**src/rtl/u_control_pkg.sv**
```systemverilog
// Shared types for the shift-and-add multiplier controller: state encoding
// and the bundle of registered datapath strobes.
package u_control_pkg;

  typedef enum logic [2:0] {
    S_IDLE  = 3'd0,
    S_LOAD  = 3'd1,
    S_ADD   = 3'd2,
    S_SHIFT = 3'd3,
    S_DONE  = 3'd4
  } state_t;

  localparam int unsigned N_ITER = 4;

  // add marks the ADD state; wsumh/wc are gated by q0 outside the register.
  typedef struct packed {
    logic wa;
    logic wsuml;
    logic clinicio;
    logic clc;
    logic add;
    logic shrsum;
    logic upcont;
    logic busy;
    logic done;
  } ctrl_t;

  localparam ctrl_t CTRL_IDLE = '0;

  function automatic ctrl_t decode_ctrl(input state_t s);
    ctrl_t c;
    c = CTRL_IDLE;
    case (s)
      S_LOAD: begin
        c.wa       = 1'b1;
        c.wsuml    = 1'b1;
        c.clinicio = 1'b1;
        c.clc      = 1'b1;
        c.busy     = 1'b1;
      end
      S_ADD: begin
        c.add  = 1'b1;
        c.busy = 1'b1;
      end
      // clc alongside shrsum is safe: C feeds the shift-in before it clears.
      S_SHIFT: begin
        c.shrsum = 1'b1;
        c.upcont = 1'b1;
        c.clc    = 1'b1;
        c.busy   = 1'b1;
      end
      S_DONE:  c.done = 1'b1;
      default: c = CTRL_IDLE;
    endcase
    return c;
  endfunction

endpackage

```
**src/rtl/u_control.sv**
```systemverilog
// Controller for the 4-bit shift-and-add multiplier: start/done handshake,
// operand load and four ADD/SHIFT iterations driving the u_datos strobes.
module u_control
  import u_control_pkg::*;
#(
  parameter bit HOLD_DONE = 1'b1
) (
  input  logic clk,
  input  logic rst_n,
  input  logic start,
  input  logic q0,
  input  logic cycont,
  output logic wa,
  output logic wsuml,
  output logic clinicio,
  output logic clc,
  output logic wsumh,
  output logic wc,
  output logic shrsum,
  output logic upcont,
  output logic busy,
  output logic done
);

  state_t state_q;
  state_t state_d;
  ctrl_t  ctrl_q;

  // NOTE: every path assigns state_d after the default, so no latch is inferred.
  always_comb begin
    state_d = S_IDLE;
    case (state_q)
      S_IDLE:  state_d = start ? S_LOAD : S_IDLE;
      S_LOAD:  state_d = S_ADD;
      S_ADD:   state_d = S_SHIFT;
      S_SHIFT: state_d = cycont ? S_DONE : S_ADD;
      S_DONE:  state_d = (HOLD_DONE && start) ? S_DONE : S_IDLE;
      default: state_d = S_IDLE;
    endcase
  end

  // Strobes are decoded from the next state so they are registered yet
  // aligned with the state they belong to.
  // NOTE: non-blocking assignments keep state and strobes updating together.
  always_ff @(posedge clk or negedge rst_n) begin
    if (!rst_n) begin
      state_q <= S_IDLE;
      ctrl_q  <= CTRL_IDLE;
    end else begin
      state_q <= state_d;
      ctrl_q  <= decode_ctrl(state_d);
    end
  end

  assign wa       = ctrl_q.wa;
  assign wsuml    = ctrl_q.wsuml;
  assign clinicio = ctrl_q.clinicio;
  assign clc      = ctrl_q.clc;
  assign shrsum   = ctrl_q.shrsum;
  assign upcont   = ctrl_q.upcont;
  assign busy     = ctrl_q.busy;
  assign done     = ctrl_q.done;

  // In ADD the datapath is written only when the multiplier bit is set.
  assign wsumh    = ctrl_q.add & q0;
  assign wc       = ctrl_q.add & q0;

endmodule

```
**config.mk**
```make
export PLATFORM = sky130hd
export DESIGN_NAME = u_control
export DESIGN_NICKNAME = d
export VERILOG_FILES = /design/src/rtl/u_control_pkg.sv /design/src/rtl/u_control.sv
export SDC_FILE = /design/constraint.sdc
export NUM_CORES = 1
export LEC_CHECK = 0
export CORE_AREA = 3 3 40 42
export DETAILED_ROUTE_END_ITERATION = 10
export DIE_AREA = 0 0 43 45
export PLACE_DENSITY = 0.58
export SETUP_SLACK_MARGIN = 0.15
export SYNTH_ARGS = -nofsm -noshare
export SYNTH_HDL_FRONTEND = slang
export SYNTH_SLANG_ARGS = --single-unit
```
**constraint.sdc**
```tcl
create_clock -name clk -period 0.95 [get_ports clk]
set_input_delay 0.19 -clock clk [delete_from_list [all_inputs] [get_ports clk]]
set_output_delay 0.19 -clock clk [all_outputs]
set_load 0.02 [all_outputs]
```
# Word level (Yosys, flattened, before mapping)
# Index checks and enable logic that the tools add are counted.
classes:
  n_eq_ne: 8
  muxes: 10
  n_bitwise: 1
  reduce_logical: 3
op_table:
  columns: ["operator", "n"]
  rows:
  - ["$pmux 3 s5", 1]
  - ["$eq 3x2->1 const B", 4]
  - ["$mux 3", 3]
  - ["$eq 3x1->1 const B", 2]
  - ["$eq 3x3->1 const B", 2]
  - ["$mux 1", 5]
  - ["$logic_not 3->1", 1]
  - ["$reduce_or 3->1", 1]
  - ["$mux 2", 1]
  - ["$reduce_or 2->1", 1]
  - ["$and 1x1->1", 1]
word_totals:
  register_bits: 12
  out_inout_bits: 10
  word_cells: 32

# Longest topological paths before layout
depth:
  ltp_word: 5
  depth_mapped: 3
  ltp_nobuf: 2

# Worst setup path after synthesis
# Ideal clock, no wire load.
synth_path:
  path_type: "register to register"
  start: "register state_q[0]"
  end: "register ctrl_q (netlist bit done)"
  setup_ns: 0.120
  arrival_time_ns: 0.843
  t_required_ns: 0.830
  setup_slack_ns: -0.013
  path_stages_with_launch: 4
  n_path_buf: 1
  period_less_slack_ns: 0.963
  cell_sequence: "dfrtp_1 -> buf_2 -> and4b_1 -> a31o_1"
synth_between:
  elab_chain_len: 4
synth_lines:
  columns: ["element", "line", "source"]
  rows:
  - ["start, declared", "u_control.sv:25", "state_t state_q;"]
  - ["start signal, assigned", "u_control.sv:50", "state_q <= state_d;"]
  - ["$eq 3x3->1 (tied with other cells)", "u_control.sv:32", "case (state_q)"]
  - ["$pmux 3 s5 (*)", "u_control.sv:32", null]
  - ["$eq 3x3->1 (*)", "u_control_pkg.sv:33", "case (s)"]
  - ["$mux 1 (*)", "u_control_pkg.sv:33", null]
  - ["end signal, assigned", "u_control.sv:51", "ctrl_q <= decode_ctrl(state_d);"]
  - ["end, declared", "u_control.sv:27", "ctrl_t ctrl_q;"]
# Every way passes the cells marked *; elsewhere a longest branch is shown, timed or not.

# Final worst setup path
layout_path:
  start: "register ctrl_q[4] (netlist name)"
  end: "output port wsumh"
layout_between:
  elab_chain_len: 1
layout_lines:
  columns: ["element", "line", "source"]
  rows:
  - ["$and 1x1->1", "u_control.sv:65", "assign wsumh = ctrl_q.add & q0;"]
  - ["end, declared", "u_control.sv:17", "output logic wsumh,"]
# No other way between the ends.

==> qor.txt <==
placer congestion estimate: 0.830
post-route fraction of the period consumed by the critical path: 112%
Area Overhead vs Synth: 98.3%
critical path start-end classification: register to output port
total of buffers placed on input and output ports: 14
summed instance area of the synthesized netlist: 372 um2
timing-limited maximum frequency: 943 MHz
length in cells of the worst reg-to-reg path: 2
Clk pin slew, worst setup/hold paths: 0.06 ns
number of filler instances in the final layout: 96
Post-synth ARST share: 100%
routed vias/inst: 4.90
ratio of cells with drive above 1 in the final layout: 75.9%
Leakage: 0.328 nW
final antenna-violating net count: 0
worst-case clock skew: 0.00488 ns
Top Ports: 15
largest net degree at the start of global routing: 10
commonest cells in the netlist: sky130_fd_sc_hd__dfrtp_1, sky130_fd_sc_hd__nor3_1, sky130_fd_sc_hd__buf_4
biggest cell delay along the critical path: 0.35 ns
area of the core: 0.00128 mm2
per-cell routed wire length: 11.6 um
kind of end point of the critical path: output port
worst-case headroom to the max-slew limit: 77.7%
CTS H-Tree Depth: 1
Worst Tran Pin Value: 0.335 ns
DRC violation count after routing: 0
overall fraction of global-route tracks in use: 10.5%
starting utilization of the core area: 28.9%
cell chain of the critical path: and2_4 -> buf_6
worst path arrival time: 0.87 ns
Ys Warns: 0
Syn Nets: 36
CP Data Required Time: 0.76 ns
class of the tightest hold or removal check: input port to asynchronous set/reset pin
number of core rows: 13
Synth Flop Type: sky130_fd_sc_hd__dfrtp_1
clock insertion delay at the later pin of the skew report: 0.25 ns
via count of the first global-routing pass: 343
cell accounting for the most synthesized area: sky130_fd_sc_hd__dfrtp_1
launching element type of the critical path: register
Total Nets Final: 60
die width: 43 um
setup repair after global routing missed its margin: yes
top cells by area in the synthesized netlist: sky130_fd_sc_hd__dfrtp_1, sky130_fd_sc_hd__buf_4, sky130_fd_sc_hd__nor3_1
flip-flop and latch count after synthesis: 9
Worst Slack Setup Final: -0.110 ns
highest-delay cell along the critical path: sky130_fd_sc_hd__dfrtp_1
Max rail drop VDD: 1.66 mV
power per unit of standard cell area: 3330 mW/mm2
Worst Hold Slack: 0.258 ns
number of DRC violations after detailed-routing iteration 0: 7
biggest fanout along the worst timing path: 2
worst slack, placed: -0.617 ns
post-layout total power: 2.46 mW
Util after Layout: 57.4%
Post-DP HPWL: 496 um
Multi-input gate area: 198 um2
overall die area: 0.00194 mm2
max cap viols: 0
Antenna Diode Count: 0
number of distinct library cells after synthesis: 14
antenna violations before repair: 0
DRT Pass-1 Iters: 2
wire length of the first global-routing pass: 1470 um
clock tree from TritonCTS: yes
sequential cell area: 230 um2
largest buffer count on any clock path: 2
final hold violation count: 0
number of clock buffers inserted by TritonCTS: 3
failing checks: negative setup slack
area share of the largest cell type after synthesis: 60.6%
overflow left after global routing: 0
average footprint of a synthesized cell: 12.0 um2
cell count after synthesis: 31
min Tclk post-route: 1.06 ns
most frequently used cell type in the post-synthesis netlist: sky130_fd_sc_hd__dfrtp_1
number of clock sinks: 9
overall via count from detail_route: 338
result of the run: finished with violations
Die Ht: 45 um
endpoints failing setup: 9
sequential share of the synthesized area: 60.6%
routed wire length: 803 um
number of enable-type register cells in the synthesized netlist: 0
Pins Over Slew Limit: 0
cell at the root of the clock tree: sky130_fd_sc_hd__clkbuf_4
[logic make-up after synthesis]
group	after synthesis	share of synthesized area (%)
buffers and inverters	6	12.5
AOI/OAI and AO/OA	3	6.06
DFF	9	60.6
and+or+nand+nor	13	20.9
[area by class of cell]
type	count	area share (%)
Timing Repair Buffer	25	35.8
Sequential cell	9	31.2
Multi-Input combinational cell	16	26.8
Clock buffer	4	3.57
Tap cell	15	2.55
[sequential cells by signal, indices dropped and copies added, names as in the netlist]
signal / count
ctrl_q: 1
done: 1
busy: 1
clinicio: 1
clc: 1
state_q: 3
shrsum: 1
[cells in the final DEF, fill, tap and decap left out]
master | netlist | final
sky130_fd_sc_hd__a21oi_2 | 0 | 1
sky130_fd_sc_hd__nor2_4 | 0 | 2
sky130_fd_sc_hd__and4b_1 | 1 | 1
sky130_fd_sc_hd__clkdlybuf4s50_1 | 0 | 2
sky130_fd_sc_hd__buf_4 | 4 | 5
sky130_fd_sc_hd__nor4b_4 | 0 | 1
sky130_fd_sc_hd__nor3b_2 | 0 | 1
sky130_fd_sc_hd__clkbuf_4 | 0 | 3
sky130_fd_sc_hd__buf_6 | 1 | 15
sky130_fd_sc_hd__dfrtp_2 | 0 | 4
sky130_fd_sc_hd__and2_4 | 0 | 1
sky130_fd_sc_hd__and3_4 | 0 | 1
sky130_fd_sc_hd__clkbuf_1 | 0 | 1
sky130_fd_sc_hd__nor3_2 | 0 | 2
sky130_fd_sc_hd__a31o_1 | 2 | 2
sky130_fd_sc_hd__buf_12 | 0 | 1
sky130_fd_sc_hd__nand2b_4 | 0 | 1
sky130_fd_sc_hd__nor3_4 | 0 | 3
sky130_fd_sc_hd__dlygate4sd2_1 | 0 | 2
sky130_fd_sc_hd__dfrtp_1 | 9 | 5
[critical path, delay by kind of cell, from the launching register on]
family / cells / cell delay (ns)
DFF: 1 / 0.35
buffers and inverters: 1 / 0.12
and+or+nand+nor: 1 / 0.14
[through the flow]
stage | TNS, ns | cells | cell area, um2
final | -0.518 | 69 | 737
after global routing | -0.837 | 69 | 737
after CTS | -0.556 | 68 | 699
after detailed placement | -3.52 | 58 | 532
after global placement | -3.37 | 58 | 532
after floorplan | 0 | 31 | 387
[power breakdown]
part / total [mW] / switching, mW / leakage [nW] / internal [mW]
clock network: 0.283 / 0.121 / 0.0150 / 0.161
logic: 1.42 / 0.604 / 0.206 / 0.819
registers: 0.751 / 0.187 / 0.107 / 0.563
[what timing repair did]
item | CTS | global route
pin swaps | 8 | 4
setup endpoints to repair | 19 | 19
resized for setup | 82 | 5
buffers inserted | 6 | 1
hold buffers | 0 | 0
[worst paths after layout]
kind / startpoint / to / slack, ns
worst min-delay path: rst_n / ctrl_q[4] / 0.26
max in group asynchronous: rst_n / clinicio / 0.58
worst max-delay path: ctrl_q[4] / wsumh / -0.11
worst max register to register: state_q[1] / done / -0.04
worst min register to register: state_q[0] / clinicio / 0.56
min in group clk: start / clinicio / 0.49
[routing by layer]
layer	up-vias	part of all wire, %	routed length (um)	track usage, %
li1	151	-	-	-
met5	-	0	0	0
met2	17	54	436	18.3
met4	0	1.0	8	7.23
met3	2	8.7	70	2.79
met1	168	36	287	11.3
Note: power is estimated with default switching activity, not from simulation.
